[src/rtl/uart_mmio_arbiter.sv]
`default_nettype none
// ============================================================================
// Module   : uart_mmio_arbiter
// Purpose  : Shares one UART memory-side register port between two
//            requesters: m0 (core MMIO path) and m1 (debug/loader path).
//            Arbitration is round-robin. The grant stays locked until the
//            UART returns the completion pulse that matches the operation.
// Ports    : clk, rst             - clock, synchronous active-high reset
//            mN_ren/raddr         - read request (held until mN_rvalid)
//            mN_rdata/rvalid      - read data / one-cycle read completion
//            mN_wen/waddr/wdata/wmask - write request (held until mN_wvalid)
//            mN_wvalid            - one-cycle write completion
//            s_*                  - UART-side request and completion signals
//            busy                 - a transaction is in flight
//            grant_id             - current or last granted master
//            err                  - one-cycle timeout pulse
// Options  : UART_ARB_TIMEOUT_EN - aborts a transaction after TIMEOUT busy
//            cycles. The aborted master receives all-ones read data and
//            err pulses. Without this macro, err is tied to 0.
// Revision : 1.0 - initial release
// ============================================================================
module uart_mmio_arbiter #(
  parameter int ADDR_WIDTH = 64,
  parameter int DATA_WIDTH = 64,
  parameter int TIMEOUT    = 1024
) (
  input  logic                    clk,
  input  logic                    rst,
  input  logic                    m0_ren,
  input  logic [ADDR_WIDTH-1:0]   m0_raddr,
  output logic [DATA_WIDTH-1:0]   m0_rdata,
  output logic                    m0_rvalid,
  input  logic                    m0_wen,
  input  logic [ADDR_WIDTH-1:0]   m0_waddr,
  input  logic [DATA_WIDTH-1:0]   m0_wdata,
  input  logic [DATA_WIDTH/8-1:0] m0_wmask,
  output logic                    m0_wvalid,
  input  logic                    m1_ren,
  input  logic [ADDR_WIDTH-1:0]   m1_raddr,
  output logic [DATA_WIDTH-1:0]   m1_rdata,
  output logic                    m1_rvalid,
  input  logic                    m1_wen,
  input  logic [ADDR_WIDTH-1:0]   m1_waddr,
  input  logic [DATA_WIDTH-1:0]   m1_wdata,
  input  logic [DATA_WIDTH/8-1:0] m1_wmask,
  output logic                    m1_wvalid,
  output logic                    s_ren,
  output logic [ADDR_WIDTH-1:0]   s_raddr,
  output logic                    s_wen,
  output logic [ADDR_WIDTH-1:0]   s_waddr,
  output logic [DATA_WIDTH-1:0]   s_wdata,
  output logic [DATA_WIDTH/8-1:0] s_wmask,
  input  logic [DATA_WIDTH-1:0]   s_rdata,
  input  logic                    s_rvalid,
  input  logic                    s_wvalid,
  output logic                    busy,
  output logic                    grant_id,
  output logic                    err
);

  localparam int MASK_WIDTH = DATA_WIDTH / 8;

  typedef enum logic [0:0] {
    ST_IDLE = 1'b0,
    ST_BUSY = 1'b1
  } state_t;

  state_t                  state_q, state_d;
  logic                    grant_q, grant_d;
  logic                    op_wr_q, op_wr_d;

  logic                    s_ren_q, s_wen_q;
  logic [ADDR_WIDTH-1:0]   s_raddr_q, s_waddr_q;
  logic [DATA_WIDTH-1:0]   s_wdata_q;
  logic [MASK_WIDTH-1:0]   s_wmask_q;

  logic                    w_req0, w_req1;
  logic                    w_pick;
  logic                    w_pick_wen;
  logic                    w_grant_en;
  logic                    w_busy;
  logic                    w_done;
  logic                    w_timeout;
  logic                    w_finish;
  logic                    w_rd_cpl, w_wr_cpl;
  logic [DATA_WIDTH-1:0]   w_rdata;

  assign w_req0 = m0_ren | m0_wen;
  assign w_req1 = m1_ren | m1_wen;

  // When both masters request, the one that was not served last wins.
  // When only one requests, that master wins.
  assign w_pick     = (w_req0 & w_req1) ? ~grant_q : w_req1;
  // A write takes precedence over a simultaneous read from the same master.
  assign w_pick_wen = w_pick ? m1_wen : m0_wen;
  assign w_grant_en = (state_q == ST_IDLE) & (w_req0 | w_req1);

  assign w_busy   = (state_q == ST_BUSY);
  // Only a completion of the captured operation type ends the transaction.
  assign w_done   = w_busy & (op_wr_q ? s_wvalid : s_rvalid);
  assign w_finish = w_done | w_timeout;

`ifdef UART_ARB_TIMEOUT_EN
  localparam int CNT_W = (TIMEOUT > 1) ? $clog2(TIMEOUT) : 1;

  logic [CNT_W-1:0] cnt_q;

  always_ff @(posedge clk) begin
    if (rst) begin
      cnt_q <= '0;
    end else if (w_grant_en) begin
      cnt_q <= '0;
    end else if (w_busy) begin
      cnt_q <= cnt_q + CNT_W'(1);
    end
  end

  // The counter holds k-1 in the k-th busy cycle, so the abort lands in
  // busy cycle TIMEOUT.
  assign w_timeout = w_busy & ~w_done & (cnt_q == CNT_W'(TIMEOUT - 1));
`else
  logic w_timeout_unused;
  assign w_timeout_unused = (TIMEOUT != 0);
  assign w_timeout        = 1'b0;
`endif

  // State register
  always_ff @(posedge clk) begin
    if (rst) begin
      state_q <= ST_IDLE;
      grant_q <= 1'b1;   // m0 wins the first contested grant
      op_wr_q <= 1'b0;
    end else begin
      state_q <= state_d;
      grant_q <= grant_d;
      op_wr_q <= op_wr_d;
    end
  end

  // Next-state logic
  always_comb begin
    state_d = state_q;
    grant_d = grant_q;
    op_wr_d = op_wr_q;
    case (state_q)
      ST_IDLE: begin
        if (w_req0 | w_req1) begin
          state_d = ST_BUSY;
          grant_d = w_pick;
          op_wr_d = w_pick_wen;
        end
      end
      ST_BUSY: begin
        if (w_finish) begin
          state_d = ST_IDLE;
        end
      end
      default: state_d = ST_IDLE;
    endcase
  end

  // The UART side sees a registered snapshot of the granted request. The
  // snapshot is frozen for the whole transaction, so a requester that
  // changes its inputs mid-flight cannot disturb the UART.
  always_ff @(posedge clk) begin
    if (rst) begin
      s_ren_q   <= 1'b0;
      s_wen_q   <= 1'b0;
      s_raddr_q <= '0;
      s_waddr_q <= '0;
      s_wdata_q <= '0;
      s_wmask_q <= '0;
    end else if (w_grant_en) begin
      s_ren_q   <= ~w_pick_wen;
      s_wen_q   <= w_pick_wen;
      s_raddr_q <= w_pick ? m1_raddr : m0_raddr;
      s_waddr_q <= w_pick ? m1_waddr : m0_waddr;
      s_wdata_q <= w_pick ? m1_wdata : m0_wdata;
      s_wmask_q <= w_pick ? m1_wmask : m0_wmask;
    end else if (w_finish) begin
      s_ren_q <= 1'b0;
      s_wen_q <= 1'b0;
    end
  end

  assign s_ren   = s_ren_q;
  assign s_wen   = s_wen_q;
  assign s_raddr = s_raddr_q;
  assign s_waddr = s_waddr_q;
  assign s_wdata = s_wdata_q;
  assign s_wmask = s_wmask_q;

  // Completions are forwarded combinationally, and only to the granted master.
  assign w_rd_cpl = w_busy & ~op_wr_q & (s_rvalid | w_timeout);
  assign w_wr_cpl = w_busy &  op_wr_q & (s_wvalid | w_timeout);
  assign w_rdata  = w_timeout ? {DATA_WIDTH{1'b1}} : s_rdata;

  assign m0_rvalid = w_rd_cpl & ~grant_q;
  assign m1_rvalid = w_rd_cpl &  grant_q;
  assign m0_wvalid = w_wr_cpl & ~grant_q;
  assign m1_wvalid = w_wr_cpl &  grant_q;
  assign m0_rdata  = m0_rvalid ? w_rdata : '0;
  assign m1_rdata  = m1_rvalid ? w_rdata : '0;

  assign busy     = w_busy;
  assign grant_id = grant_q;
  assign err      = w_timeout;

endmodule
`default_nettype wire

[config.mk]
export PLATFORM = sky130hd
export DESIGN_NAME = uart_mmio_arbiter
export DESIGN_NICKNAME = d
export VERILOG_FILES = /design/src/rtl/uart_mmio_arbiter.sv
export SDC_FILE = /design/constraint.sdc
export NUM_CORES = 1
export LEC_CHECK = 0
export ABC_CLOCK_PERIOD_IN_PS = 2900
export CELL_PAD_IN_SITES_DETAIL_PLACEMENT = 0
export CELL_PAD_IN_SITES_GLOBAL_PLACEMENT = 1
export CORE_AREA = 5 5 310 312
export DETAILED_ROUTE_END_ITERATION = 8
export DIE_AREA = 0 0 315 317
export GPL_TIMING_DRIVEN = 0
export HOLD_SLACK_MARGIN = 0.03
export PLACE_DENSITY = 0.45
export SYNTH_ARGS = -nofsm -noshare
export SYNTH_HDL_FRONTEND = slang
export SYNTH_SLANG_ARGS = --single-unit
export TNS_END_PERCENT = 50
[constraint.sdc]
create_clock -name clk -period 2.9 [get_ports clk]
set_clock_uncertainty 0.15 [all_clocks]
set_input_delay 0.58 -clock clk [delete_from_list [all_inputs] [get_ports clk]]
set_output_delay 0.58 -clock clk [all_outputs]
set_load 0.1 [all_outputs]
# Word level (Yosys, flattened, before mapping)
# Cells that the tools add are included.
# op_classes
n_bitwise	18
mux	15
reduce_logical	2
# ops
op	count
64-bit two-way mux	5
1-bit AND	11
1-bit two-way mux	8
8-bit two-way mux	1
1-bit NOT	4
1-bit bitwise OR	3
1-bit case mux with 2 select lines	1
2-bit AND reduction	1
2-bit nonzero test	1
# word_totals
inputBits	472
ff_bits	205

# Longest topological paths before layout
# Gate-level depths: netlist (run 1).
# depth
word_depth	6
depth_mapped	6
ltp_nobuf	3

# Least setup slack after synthesis (run 1)
# No wires, ideal clock.
# synth_timing
path_type	register to output
start	reg state_q (netlist: busy)
end	out m0_rdata[54]
slack_ps	-1325
stages_incl_launch_ff	6
t_required_ps	2170
arrival_ps	3495
path_buffers	2
path_cell_list	dfxtp_1 -> clkbuf_1 -> inv_2 -> nor4b_1 -> clkbuf_1 -> and2_1
# synth_between
elab_chain_len	4
# synth_lines
element	line	source
start, declared	68	state_t state_q, state_d;
start signal, assigned	134	state_q <= state_d;
1-bit AND (2 in a row)	194	assign w_rd_cpl = w_busy & ~op_wr_q & (s_rvalid | w_timeout);
1-bit AND	198	assign m0_rvalid = w_rd_cpl & ~grant_q;
net m0_rvalid	32	output logic m0_rvalid,
64-bit two-way mux	202	assign m0_rdata = m0_rvalid ? w_rdata : '0;
end, declared	31	output logic [DATA_WIDTH-1:0] m0_rdata,
# The timed path passes the listed nets, and every way through them passes these cells.

# Worst setup path in the final report (run 1)
# layout_timing
start	reg s_raddr_q[13] (netlist: s_raddr[13])
end	out s_raddr[13]
# layout_rtl
element	line	source
start, declared	73	logic [ADDR_WIDTH-1:0] s_raddr_q, s_waddr_q;
start signal, assigned	176	s_raddr_q <= w_pick ? m1_raddr : m0_raddr;
end, declared	48	output logic [ADDR_WIDTH-1:0] s_raddr,
# No word-level cell between the ends.

==> results of run 1 <==
==> path summary, 6_finish.rpt <==
kind         cells past startpoint  slack, ns           to         from
min                              4       0.34         busy     s_rvalid
min reg2reg                      2       0.35        s_wen        s_wen
max                              1       0.04  s_raddr[13]  s_raddr[13]
max reg2reg                      6       0.19  s_raddr[51]     grant_id
==> power by group <==
group	switching, mW	internal (mW)
sequential	0.215	3.16
combinational	4.50	1.99
clock	1.52	2.44
==> registers in the layout, summed over array words and instances (netlist names) <==
signal    count
busy          1
grant_id      1
op_wr_q       1
s_raddr      64
s_ren         1
s_waddr      64
s_wdata      64
s_wen         1
s_wmask       8
==> synthesized netlist by cell type (2+ instances only) <==
| master | n |
|---|---|
| dfxtp_1 | 205 |
| a21oi_1 | 202 |
| o21ai_0 | 202 |
| a311oi_2 | 200 |
| nand3b_1 | 200 |
| clkbuf_1 | 166 |
| and2_1 | 129 |
| buf_6 | 22 |
| buf_1 | 5 |
| nor2_1 | 3 |
| inv_1 | 2 |
| nand2_1 | 2 |
| nor3_1 | 2 |
| nor4b_1 | 2 |
==> per-stage QoR <==
stage                util  setup WS (ns)  area, sq um  hold slack, ns  cells
floorplan               -        -0.0395        12700           0.382   1358
global placement    0.241          -1.60        22300           0.341   3418
detailed placement  0.241          -1.68        22300           0.339   3418
CTS                 0.265         -0.182        24600           0.354   3487
global route        0.269        -0.0305        25000           0.362   3512
finish              0.269         0.0430        25000           0.339   3522
==> timing repair <==
action / in CTS / in global routing
pin swaps: 46 / 2
resized for setup: 1202 / 130
endpoints found under the setup margin: 420 / 314
hold endpoints to repair: 0 / 0
gates cloned: 7 / 1
buffers inserted: 6 / 5
==> metal layers <==
metal / GRT usage / routed length (um) / vias up
met5: 0 / 103 / -
met4: 0.0672 / 3100 / 16
met3: 0.0523 / 7060 / 139
met2: 0.292 / 45200 / 573
met1: 0.182 / 33000 / 7300
li1: - / - / 6954
==> layout make-up <==
type / instances / area share
buffer: 193 / 0.0440
clock buffer: 48 / 0.0372
sequential: 205 / 0.165
clock inverter: 8 / 0.00506
antenna: 32 / 0.00321
inverter: 3 / 0.00105
tap: 1254 / 0.0628
multi-input combinational: 956 / 0.311
timing repair buffer: 823 / 0.371
==> logic make-up (layout without fill, tap and decap cells) <==
family / Yosys count / in the layout / synth area share
and+or+nand+nor: 344 / 344 / 0.192
buffers and inverters: 197 / 1075 / 0.0727
DFF: 205 / 205 / 0.328
muxes: 1 / 1 / 0.000801
AOI/OAI and AO/OA: 610 / 610 / 0.406
other: 1 / 33 / 0.000300
==> results.json, run 1 <==
{
  "vias_per_cell": 4.25,
  "status": "complete, no violations",
  "layout_common_cells": "581 x clkdlybuf4s50_1, 202 x o21ai_0, 202 x a21oi_1, 202 x dfxtp_1",
  "setup_violations": 0,
  "ys.warnings.count": 0,
  "root_buffer": "clkbuf_16",
  "ys_seq_area_frac": 0.328,
  "final_common_cell": "clkdlybuf4s50_1",
  "fp.dieW_um": 315,
  "ant_nets": 0,
  "fill_cells": 9947,
  "synthDistinctLibCells": 30,
  "finalHoldViolCount": 0,
  "synth_edf_count": 0,
  "antenna_found_initial": 46,
  "crit_fanout": 2,
  "cp-start-kind": "register",
  "cts_htree_levels": 1,
  "die_area_sq_mm": 0.0999,
  "yosys-top-cells-area": "dfxtp_1 33%, a311oi_2 24%, nand3b_1 12%",
  "vias": 15000,
  "critPathMaxStageDelay_ns": 1.20,
  "crit_chain": "clkdlybuf4s50_1",
  "clock_latency_ns": 0.58,
  "fin_nets": 2684,
  "grt_pass1_vias": 16000,
  "min_period_ns": 2.86,
  "crit_slowest_cell": "clkdlybuf4s50_1",
  "yosys.area.top_type": "dfxtp_1",
  "finalMaxSlewViolations": 0,
  "grt_pass1_wl_mm": 121,
  "gp_congestion": 0.807,
  "cts.path.max_buffers": 3,
  "setup.worst_path.class": "reg2out",
  "synthCells": 1358,
  "synth_top_area_share": 0.328,
  "crit_path_end_kind": "primary output",
  "seq_area_sq_mm": 0.00411,
  "cap_violations": 0,
  "ir_drop_uv": 405,
  "cts_tree": "yes",
  "layout-drive-gt1-share": 0.258,
  "grt_setup_unrepaired": "true",
  "async_reset_ff_frac": 0,
  "tightest_slew_ns": 1.35,
  "cts_hold_buf": 0,
  "finalPower_mw": 13.8,
  "dpl.hpwl_mm": 70.5,
  "core-area_sq_mm": 0.0928,
  "synth_area_sq_mm": 0.0125,
  "ys.flop_type": "dfxtp_1",
  "critPathTopFamily": "buffers and inverters",
  "ios": 809,
  "arrival_ns": 2.13,
  "path_buf_inv": 1,
  "avgSynthCellArea_sq_um": 9.21,
  "area_growth_pct": 99.8,
  "dr.pass1.iters": 5,
  "fmax_mhz": 350,
  "multi_input_area_sq_mm": 0.00778,
  "required_ns": 2.17,
  "drc": 0,
  "drtIter0Drc": 810,
  "cellLeakagePower_nw": 9.28,
  "start_util": 0.135,
  "ys_seq_elements": 205,
  "port_buffers": 806,
  "grt_max_degree": 16,
  "wl_mm": 88.5,
  "cts_inserted_buffers": 30,
  "die_h_um": 317,
  "wl_per_cell_um": 25.1,
  "pwr_density_cell_mw_per_mm2": 553,
  "track_usage": 0.165,
  "min_path_type": "in2reg",
  "setup_tns_ns": 0,
  "syn_nets": 1830,
  "timing.final.crit_share": 0.985,
  "rows": 112,
  "clkSlewWorstSetupHoldPaths_ns": 0.06,
  "grt_remaining_overflow": 0,
  "relSlewSlack": 0.0864,
  "cts_sinks": 205
}
No activity file was read; power rests on OpenSTA's default activity.
==> run 2, diff against run 1 <==
SLEW_MARGIN = 0   (was unset)
==> results of run 2 <==
No change in the layout: final DEF, timing and power equal those of run 1.
==> run 3, diff against run 2 <==
RECOVER_POWER = 100   (was unset)
==> results of run 3 <==
No change in the layout: final DEF, timing and power equal those of run 1.
